**config.mk**
```make
export PLATFORM = sky130hd
export DESIGN_NAME = gc_joybus_tx
export DESIGN_NICKNAME = d
export VERILOG_FILES = /design/src/rtl/gc_joybus_pkg.sv /design/src/rtl/gc_joybus_tx_timer.sv /design/src/rtl/gc_joybus_tx.sv
export SDC_FILE = /design/constraint.sdc
export NUM_CORES = 1
export LEC_CHECK = 0
export CAP_MARGIN = 20
export CORE_ASPECT_RATIO = 0.6
export CORE_MARGIN = 1.5
export CORE_UTILIZATION = 40
export CTS_BUF_LIST = sky130_fd_sc_hd__clkbuf_8
export DETAILED_ROUTE_END_ITERATION = 10
export HOLD_SLACK_MARGIN = 0.15
export PLACE_DENSITY = 0.73
export SYNTH_ARGS = -nofsm -noshare
export SYNTH_HDL_FRONTEND = slang
export SYNTH_SLANG_ARGS = --single-unit
```
**constraint.sdc**
```tcl
create_clock -name clk -period 4 [get_ports clk]
set_input_delay 0.4 -clock clk [delete_from_list [all_inputs] [get_ports clk]]
set_output_delay 0.4 -clock clk [all_outputs]
set_load 0.1 [all_outputs]
```
**src/rtl/gc_joybus_pkg.sv**
```systemverilog
// Shared types and constants for the GameCube joybus command transmitter.
// Latency: n/a (package only).
// Backpressure: n/a (package only).
package gc_joybus_pkg;

  typedef enum logic [1:0] {
    IDLE = 2'd0,
    DATA = 2'd1,
    STOP = 2'd2
  } state_t;

  // One bit per quarter, quarter 0 in the MSB; 1 means pull the line low.
  localparam logic [3:0] QPAT_ZERO = 4'b1110;
  localparam logic [3:0] QPAT_ONE  = 4'b1000;

  // Common controller commands, left-justified as sent.
  localparam logic [7:0]  CMD_STATUS = 8'h00;
  localparam logic [23:0] CMD_POLL   = 24'h400302;

  // Line level (1 = drive low) for a given data bit value and quarter.
  function automatic logic qpat_low(input logic bit_val, input logic [1:0] q);
    logic [3:0] pat;
    pat = bit_val ? QPAT_ONE : QPAT_ZERO;
    return pat[2'd3 - q];
  endfunction

endpackage

```
**src/rtl/gc_joybus_tx_timer.sv**
```systemverilog
// Quarter-bit timer: prescaler 0..QUARTER_CYCLES-1 plus a 0..3 quarter counter.
// Latency: clear takes effect on the next cycle; counts only while run is high.
// Backpressure: none; free-running while enabled.
module gc_quarter_timer #(
  parameter int QUARTER_CYCLES = 100
) (
  input  logic       clk,
  input  logic       rst,
  input  logic       clear,
  input  logic       run,
  output logic [1:0] q_idx,
  output logic       pre_last,
  output logic       pre_pen,
  output logic       q_last
);

  localparam int PRE_W = (QUARTER_CYCLES > 1) ? $clog2(QUARTER_CYCLES) : 1;
  localparam logic [PRE_W-1:0] PRE_MAX = PRE_W'(QUARTER_CYCLES - 1);
  localparam logic [PRE_W-1:0] PRE_PEN = PRE_W'(QUARTER_CYCLES - 2);

  logic [PRE_W-1:0] pre_q, pre_d;
  logic [1:0]       q_q, q_d;

  assign pre_last = (pre_q == PRE_MAX);
  assign pre_pen  = (pre_q == PRE_PEN);
  assign q_last   = pre_last && (q_q == 2'd3);
  assign q_idx    = q_q;

  // Next prescaler / quarter value: restart on clear, step while running.
  always_comb begin
    pre_d = pre_q;
    q_d   = q_q;
    if (clear) begin
      pre_d = '0;
      q_d   = 2'd0;
    end else if (run) begin
      if (pre_last) begin
        pre_d = '0;
        q_d   = q_q + 2'd1;
      end else begin
        pre_d = pre_q + PRE_W'(1);
      end
    end
  end

  // Timer state registers.
  always_ff @(posedge clk) begin
    if (rst) begin
      pre_q <= '0;
      q_q   <= 2'd0;
    end else begin
      pre_q <= pre_d;
      q_q   <= q_d;
    end
  end

endmodule

```
**src/rtl/gc_joybus_tx.sv**
```systemverilog
// Joybus command transmitter: serialises 1..MAX_BYTES bytes MSB first plus stop bit.
// Latency: line driven low the cycle after an accepted start; done at end of stop bit.
// Backpressure: start ignored while busy; bad cmd_len rejected with a one-cycle err.
module gc_joybus_tx
  import gc_joybus_pkg::*;
#(
  parameter int QUARTER_CYCLES = 100,
  parameter int MAX_BYTES      = 3,
  parameter int LEN_W          = $clog2(MAX_BYTES + 1)
) (
  input  logic                   clk,
  input  logic                   rst,
  input  logic                   start,
  input  logic [8*MAX_BYTES-1:0] cmd_data,
  input  logic [LEN_W-1:0]       cmd_len,
  output logic                   busy,
  output logic                   done,
  output logic                   err,
  output logic                   tx_en,
  output logic                   tx_low
);

  localparam int DW    = 8 * MAX_BYTES;
  localparam int BIT_W = $clog2(DW);

  state_t           state_q, state_d;
  logic [DW-1:0]    data_q, data_d;
  logic [BIT_W-1:0] last_bit_q, last_bit_d;
  logic [BIT_W-1:0] bit_idx_q, bit_idx_d;
  logic             busy_q, busy_d;
  logic             done_q, done_d;
  logic             err_q, err_d;
  logic             tx_en_q, tx_en_d;
  logic             tx_low_q, tx_low_d;

  logic       len_ok;
  logic       accept;
  logic [1:0] q_idx;
  logic [1:0] q_next;
  logic       pre_last;
  logic       pre_pen;
  logic       q_last;

  assign len_ok = (cmd_len != '0) && (cmd_len <= LEN_W'(MAX_BYTES));
  assign accept = (state_q == IDLE) && start && len_ok;

  gc_quarter_timer #(
    .QUARTER_CYCLES(QUARTER_CYCLES)
  ) u_timer (
    .clk     (clk),
    .rst     (rst),
    .clear   (accept),
    .run     (state_q != IDLE),
    .q_idx   (q_idx),
    .pre_last(pre_last),
    .pre_pen (pre_pen),
    .q_last  (q_last)
  );

  // Outputs are registered, so they are computed for the quarter the next cycle lands in.
  assign q_next = pre_last ? (q_idx + 2'd1) : q_idx;

  // Next-state and next-output logic for the transmit FSM.
  always_comb begin
    state_d    = state_q;
    data_d     = data_q;
    last_bit_d = last_bit_q;
    bit_idx_d  = bit_idx_q;
    busy_d     = busy_q;
    done_d     = 1'b0;
    err_d      = 1'b0;
    tx_en_d    = tx_en_q;
    tx_low_d   = tx_low_q;
    case (state_q)
      IDLE: begin
        busy_d   = 1'b0;
        tx_en_d  = 1'b0;
        tx_low_d = 1'b0;
        if (start) begin
          if (len_ok) begin
            state_d    = DATA;
            data_d     = cmd_data;
            last_bit_d = BIT_W'({cmd_len, 3'b000} - (LEN_W + 3)'(1));
            bit_idx_d  = '0;
            busy_d     = 1'b1;
            tx_en_d    = 1'b1;
            tx_low_d   = 1'b1;  // quarter 0 of every bit is low
          end else begin
            err_d = 1'b1;
          end
        end
      end
      DATA: begin
        busy_d  = 1'b1;
        tx_en_d = 1'b1;
        if (q_last) begin
          // Next cycle is quarter 0 of either the next data bit or the stop bit.
          bit_idx_d = bit_idx_q + BIT_W'(1);
          data_d    = data_q << 1;
          tx_low_d  = 1'b1;
          if (bit_idx_q == last_bit_q) begin
            state_d = STOP;
          end
        end else begin
          tx_low_d = qpat_low(data_q[DW-1], q_next);
        end
      end
      STOP: begin
        if (q_last) begin
          state_d  = IDLE;
          busy_d   = 1'b0;
          tx_en_d  = 1'b0;
          tx_low_d = 1'b0;
        end else begin
          busy_d   = 1'b1;
          // Only quarter 0 is driven; afterwards the bus belongs to the reply.
          tx_en_d  = (q_next == 2'd0);
          tx_low_d = (q_next == 2'd0);
          done_d   = (q_idx == 2'd3) && pre_pen;
        end
      end
      default: begin
        state_d  = IDLE;
        busy_d   = 1'b0;
        tx_en_d  = 1'b0;
        tx_low_d = 1'b0;
      end
    endcase
  end

  // FSM state, latched command and registered outputs.
  always_ff @(posedge clk) begin
    if (rst) begin
      state_q    <= IDLE;
      data_q     <= '0;
      last_bit_q <= '0;
      bit_idx_q  <= '0;
      busy_q     <= 1'b0;
      done_q     <= 1'b0;
      err_q      <= 1'b0;
      tx_en_q    <= 1'b0;
      tx_low_q   <= 1'b0;
    end else begin
      state_q    <= state_d;
      data_q     <= data_d;
      last_bit_q <= last_bit_d;
      bit_idx_q  <= bit_idx_d;
      busy_q     <= busy_d;
      done_q     <= done_d;
      err_q      <= err_d;
      tx_en_q    <= tx_en_d;
      tx_low_q   <= tx_low_d;
    end
  end

  assign busy   = busy_q;
  assign done   = done_q;
  assign err    = err_q;
  assign tx_en  = tx_en_q;
  assign tx_low = tx_low_q;

endmodule
```
**After elaboration in Yosys (flattened, before gate mapping)**

Cells that the tools add are included.
Widths: inputs -> output; s select.

- Bits in registers: 50
- Bits in latches: 0
- RAM bits: 0
- Memory bits (read-only): 0
- Input bits: 29
- Memories kept: 0

- Add/subtract/negate cells: 5
- $mul: 0
- Divide/modulo/power cells: 0
- $lt $le $gt $ge: 2
- Eq/ne operators: 11
- Shift-type cells: 0
- Multiplexer cells: 28
- Bitwise operators: 3
- Reduce and logical (&&, ||, !) cells: 16

Operators by type and width:

| operator | count |
|---|---|
| $mux 24 | 3 |
| $pmux 24 s2 | 1 |
| $mux 5 | 3 |
| $eq 7x7->1 const B | 2 |
| $mux 2 | 6 |
| $ne 2x2->1 const B | 5 |
| $pmux 5 s2 | 1 |
| $pmux 1 s3 | 3 |
| $add 7x1->7 const B | 1 |
| $mux 1 | 7 |
| $mux 7 | 1 |
| $pmux 2 s3 | 1 |
| $reduce_bool 2->1 | 3 |
| $reduce_or 3->1 | 2 |
| $add 5x1->5 const B | 1 |
| $eq 5x5->1 | 1 |
| $logic_and 1x1->1 | 5 |
| $reduce_and 5->1 | 1 |
| $sub 5x1->5 const B | 1 |
| $eq 2x2->1 const B | 2 |
| $logic_not 2->1 | 2 |
| $reduce_and 4->1 | 1 |
| $lt 2x3->1 const B | 1 |
| $mux 3 | 1 |
| other kinds (8) | 10 |

**Logic depth before layout (Yosys ltp)**

- Depth in word-level cells: 7
- Gate-level depth with buffers: 8
- Mapped depth without buffers: 6

**Hierarchy**

From an unflattened synthesis, not the netlist that was laid out.

- Cell total of the unflattened synthesis: 258
- Area, all modules: 2228.4 um2

Modules (own cells, without submodules):

| module | times used | cells each | area an instance (um2) |
|---|---|---|---|
| gc_joybus_tx | 1 | 199 | 1727.9 |
| gc_quarter_timer | 1 | 59 | 500.5 |

**Least setup slack after synthesis**

Ideal clock, no wire load.

- Kind: input port to flip-flop
- From: in cmd_len[0]
- To: reg data_q[1]
- Arrival time: 1.567 ns
- Data required time: 3.856 ns
- Setup slack: 2.289 ns
- Stages on the path: 7
- Cells stage by stage: inv_1 > ha_1 > nor4b_2 > a41o_1 > buf_4 > buf_2 > a311oi_2

- Cells in the longest elaborated chain, start to end: 4
- Elaborated cells between the ends (all ways): 5
- Those cells by class: order compare (1); eq/ne (1); reduce/logical (3)

RTL lines:

| item | line | text |
|---|---|---|
| from (decl) | gc_joybus_tx.sv:15 | `input logic [LEN_W-1:0] cmd_len,` |
| $le 2x2->1 or $reduce_bool 2->1 (tied branches) | gc_joybus_tx.sv:44 | `assign len_ok = (cmd_len != '0) && (cmd_len <= LEN_W'(MAX_BYTES));` |
| $logic_and 1x1->1 (*) | gc_joybus_tx.sv:44 |  |
| $ne 2x2->1 (no line) (*) | - |  |
| $reduce_and 4->1 (no line) (*) | - |  |
| to (signal assigned) | gc_joybus_tx.sv:145 | `data_q <= data_d;` |
| to (decl) | gc_joybus_tx.sv:27 | `logic [DW-1:0] data_q, data_d;` |

Every way passes the cells marked *; elsewhere a longest branch is shown, timed or not.
A chain may end at the register's enable or synchronous reset.

**Worst setup path after layout**

- From: reg state_q[0]
- To: reg bit_idx_q[2]

- Cells in the longest elaborated chain, start to end: 3
- Elaborated cells between the ends (all ways): 8
- Those cells by class: eq/ne (4); mux (1); reduce/logical (3)

RTL lines:

| item | line | text |
|---|---|---|
| from (decl) | gc_joybus_tx.sv:26 | `state_t state_q, state_d;` |
| from (signal assigned) | gc_joybus_tx.sv:144 | `state_q <= state_d;` |
| $eq 2x1->1 or $logic_not 2->1 (tied branches) | gc_joybus_tx.sv:74 | `case (state_q)` |
| $ne 2x2->1 (no line) or $reduce_bool 2->1 (tied branches) | - |  |
| $reduce_and 4->1 (no line) | - |  |
| to (signal assigned) | gc_joybus_tx.sv:147 | `bit_idx_q <= bit_idx_d;` |
| to (decl) | gc_joybus_tx.sv:29 | `logic [BIT_W-1:0] bit_idx_q, bit_idx_d;` |

Several ways; a longest one is shown, not always the timed one.

==> Flow_metrics.wiki <==
{| class="wikitable"
! Metric !! Value
|-
| Critical Path RT || 4190 ps
|-
| Drc violations || 0
|-
| Number of stages on the worst setup path || 4
|-
| Number of global-route vias before repair || 1,628
|-
| Number of buffers inserted to repair setup after CTS || 0
|-
| M2 GR Usage || 0.236
|-
| CTS clk-pin slew, worst paths || 90 ps
|-
| Count of flip-flops with a built-in enable after synthesis || 0
|-
| Number of buffers created by CTS || 5
|-
| CTS resizes || 0
|-
| CP Cell Sequence || nand2b_1 -> nor4_1 -> nand2_1 -> mux2i_1
|-
| Slew HR || 0.354
|-
| Synthesized-area fraction occupied by adder cells || 0.0317
|-
| Worst reg-to-reg path cell count || 4
|-
| Timing startpoint of the critical path || state_q[0]$_SDFFE_PP0P_
|-
| Routed length per instance || 13.0 um
|-
| Maximum operating frequency || 429 MHz
|-
| Die Height || 61.6 um
|-
| P&R area growth vs syn || 20.9%
|-
| Total global-route track usage || 0.168
|-
| Final setup violating endpoints || 0
|-
| Critical Path Sink Type || register
|-
| Post-synth top area cell || sky130_fd_sc_hd__dfxtp_1
|-
| Worst setup skew after layout || 4.05 ps
|-
| Antenna diode instance count || 0
|-
| Final Cycle Share || 0.583
|-
| Area fraction in compound gates after synthesis || 0.188
|-
| Post-synthesis instance area || 2290 sq um
|-
| Placeable core region || 5540 sq um
|-
| Count of mapped cells out of synthesis || 269
|-
| Max-cap violations || 0
|-
| Placed instance count || 366
|-
| Crit-path slowest cell || sky130_fd_sc_hd__nor4_1
|-
| Overall routed net length || 4850 um
|-
| Total number of yosys warnings || 0
|-
| Post-Syn Nets || 303
|-
| Actual slew at the worst max-slew pin || 967 ps
|-
| Worst Path Class, Setup || reg -> reg
|-
| Maximum count of clock buffers along a single path || 2
|-
| Number of register bits inferred by synthesis || 48
|-
| Synth top area share || 0.419
|-
| Setup repair after global routing missed its margin || no
|-
| Netlist cell types || 41
|-
| I/O pin count || 34
|-
| Layout Nets || 327
|-
| Gp weighted congestion || 0.872
|-
| H-Tree Depth || 2
|-
| Share of synthesized flip-flops with an asynchronous set or reset || 0
|-
| Capture instance of the worst register-to-register path || bit_idx_q[2]$_SDFFE_PP0P_
|-
| Antenna violations before repair || 0
|-
| Starting density of the core || 0.413
|-
| Top FF cell, synth || sky130_fd_sc_hd__dfxtp_1
|-
| Library cell used as clock root buffer || sky130_fd_sc_hd__clkbuf_8
|-
| Final critical path time including I/O delays and setup || 2330 ps
|-
| DR pass1 iterations || 4
|-
| Average instance area after synthesis || 8.52 sq um
|-
| Most Used Layer, Global Route || met1
|-
| Critical Path Source Type || register
|-
| Standard-cell row count || 21
|-
| Sum of overflow across all layers after global routing || 0
|-
| Number of slew-limit violations in the final report || 0
|-
| Most common cell in the synthesized netlist || sky130_fd_sc_hd__nand2_1
|-
| WP buf/inv || 0
|-
| Result of the run || finished, final reports clean
|-
| Total of hold buffers inserted after clock tree synthesis || 0
|-
| Residual antenna-violating net count after detailed routing || 0
|-
| Post-synthesis share of cell area spent on xor and xnor gates || 0.0344
|-
| Total number of vias || 1,913
|-
| Pleak || 0.000971 uW
|-
| Clock tree from TritonCTS || built
|-
| Full die area || 6210 sq um
|-
| Pwr/cell area || 376 nW/um^2
|-
| Clock sink total || 48
|-
| Maximum number of pins on one net before global-route repair || 47
|-
| DIE WIDTH || 101 um
|-
| Port Buf Inserts || 33
|-
| Biggest fanout along the worst timing path || 27
|-
| Grt met1 use || 0.248
|-
| Final hold violation count || 0
|-
| Endpoint of the worst setup timing path || bit_idx_q[2]$_SDFFE_PP0P_
|-
| Top cells by instance count after synthesis || 56 x sky130_fd_sc_hd__nand2_1, 48 x sky130_fd_sc_hd__dfxtp_1, 46 x sky130_fd_sc_hd__nor2_1
|-
| Max IR drop VDD || 0.000203 V
|-
| Number of vias per cell after detailed routing || 5.11
|-
| Layout cell share with drive strength beyond 1 || 0.0918
|-
| Final worst hold slack || 478 ps
|-
| Met3 Usage GRT || 0.0443
|-
| Post-route setup TNS || 0 ps
|-
| Crit-path max cell delay || 700 ps
|-
| Min-delay src || data_q[14]$_SDFFE_PP0P_
|-
| Clock latency on the worst-skew pair || 300 ps
|-
| Data arrival time of the critical path || 2530 ps
|-
| Worst-case register-to-register setup slack || 1670 ps
|-
| Path type of the worst min-delay path || reg -> reg
|-
| Post-synthesis sequential area ratio || 0.419
|-
| Largest delay share family, worst path || simple AND/OR/NAND/NOR gates
|-
| Post-synthesis mux area share || 0.0131
|-
| Cell Count, Final, Fillers Out || 374
|-
| Dominant combinational cell family by area after synthesis || simple AND/OR/NAND/NOR gates
|-
| Basic-gate share of the synthesized area counting and, or, nand and nor cells || 0.264
|-
| Top area cells in the synthesized netlist || sky130_fd_sc_hd__dfxtp_1 42%, sky130_fd_sc_hd__nand2_1 9.2%, sky130_fd_sc_hd__nor2_1 7.5%
|-
| Half-perimeter wire length of the detailed placement result || 3400 um
|-
| Iteration-0 DRC count of the detailed router || 100
|-
| Origin of the critical flop-to-flop path || state_q[0]$_SDFFE_PP0P_
|-
| Wire length of the first global-routing pass || 7980 um
|}
[how the worst min path moves through the flow]
stage	slack, ps	endpoint	depth (start not counted)
after floorplan	460	data_q[11]$_SDFFE_PP0P_	2
after global placement	460	data_q[21]$_SDFFE_PP0P_	2
after detailed placement	470	data_q[18]$_SDFFE_PP0P_	2
after CTS	480	data_q[15]$_SDFFE_PP0P_	2
after global routing	510	data_q[12]$_SDFFE_PP0P_	2
final	480	data_q[15]$_SDFFE_PP0P_	2
[cells by family (layout without fill, tap and decap cells)]
| group | Yosys count | count (layout) |
|---|---|---|
| buffers and inverters | 25 | 50 |
| adders and majority gates | 6 | 6 |
| muxes | 3 | 3 |
| AOI/OAI and AO/OA | 46 | 46 |
| and+or+nand+nor | 132 | 132 |
| DFF | 48 | 48 |
| xor gates and xnor gates | 9 | 9 |
[area by class of cell]
cell class / instances / area (sq um)
clock inverters: 3 / 42.5
flip-flops and latches: 48 / 961
clock buffers: 5 / 68.8
well taps: 80 / 100
inverters: 5 / 18.8
repair buffers: 37 / 360
fillers: 518 / 2780
multi-input cells: 196 / 1220
[where the power goes]
group / switching (uW) / leakage (uW) / internal [uW] / total [uW]
Clock: 165 / 0.0000541 / 185 / 350
Combinational: 96.0 / 0.000524 / 70.6 / 167
Sequential: 17.6 / 0.000393 / 506 / 524
[metal layers]
metal	vias to the layer above	wire length, um
li1	996	-
met1	868	2560
met2	45	1950
met3	4	285
met4	0	48
met5	-	0
[stage by stage]
stage	total power, uW	setup slack [ps]	instance area (sq um)	util
floorplan	649	2290	2290	-
global placement	697	1480	2660	0.479
global route	1090	1460	2770	0.499
detailed placement	702	1370	2660	0.479
finish	1040	1670	2770	0.499
CTS	1050	1660	2770	0.499
[sequential cells by signal, indices dropped and copies added (netlist names), 2 cells and up]
| signal | count |
|---|---|
| u_timer.q_idx | 2 |
| u_timer.pre_q | 7 |
| data_q | 24 |
| state_q | 2 |
| bit_idx_q | 5 |
| last_bit_q | 3 |
[tightest hold or removal path: cells and delay by family (launching register included)]
| family | cells | cell delay (ps) |
|---|---|---|
| flip-flops | 1 | 320 |
| AND/OR/NAND/NOR | 1 | 50 |
| AO/OA/AOI/OAI | 1 | 70 |
[layout by cell type, fill, tap and decap left out, types with 6 or more instances in the layout]
cell / netlist / routed
sky130_fd_sc_hd__a311oi_1: 13 / 13
sky130_fd_sc_hd__a311oi_2: 10 / 10
sky130_fd_sc_hd__nand2_1: 56 / 56
sky130_fd_sc_hd__a21oi_1: 6 / 6
sky130_fd_sc_hd__clkdlybuf4s50_1: 0 / 33
sky130_fd_sc_hd__nor2_1: 46 / 46
sky130_fd_sc_hd__dfxtp_1: 48 / 48
Note: power is estimated with default switching activity, not from simulation.
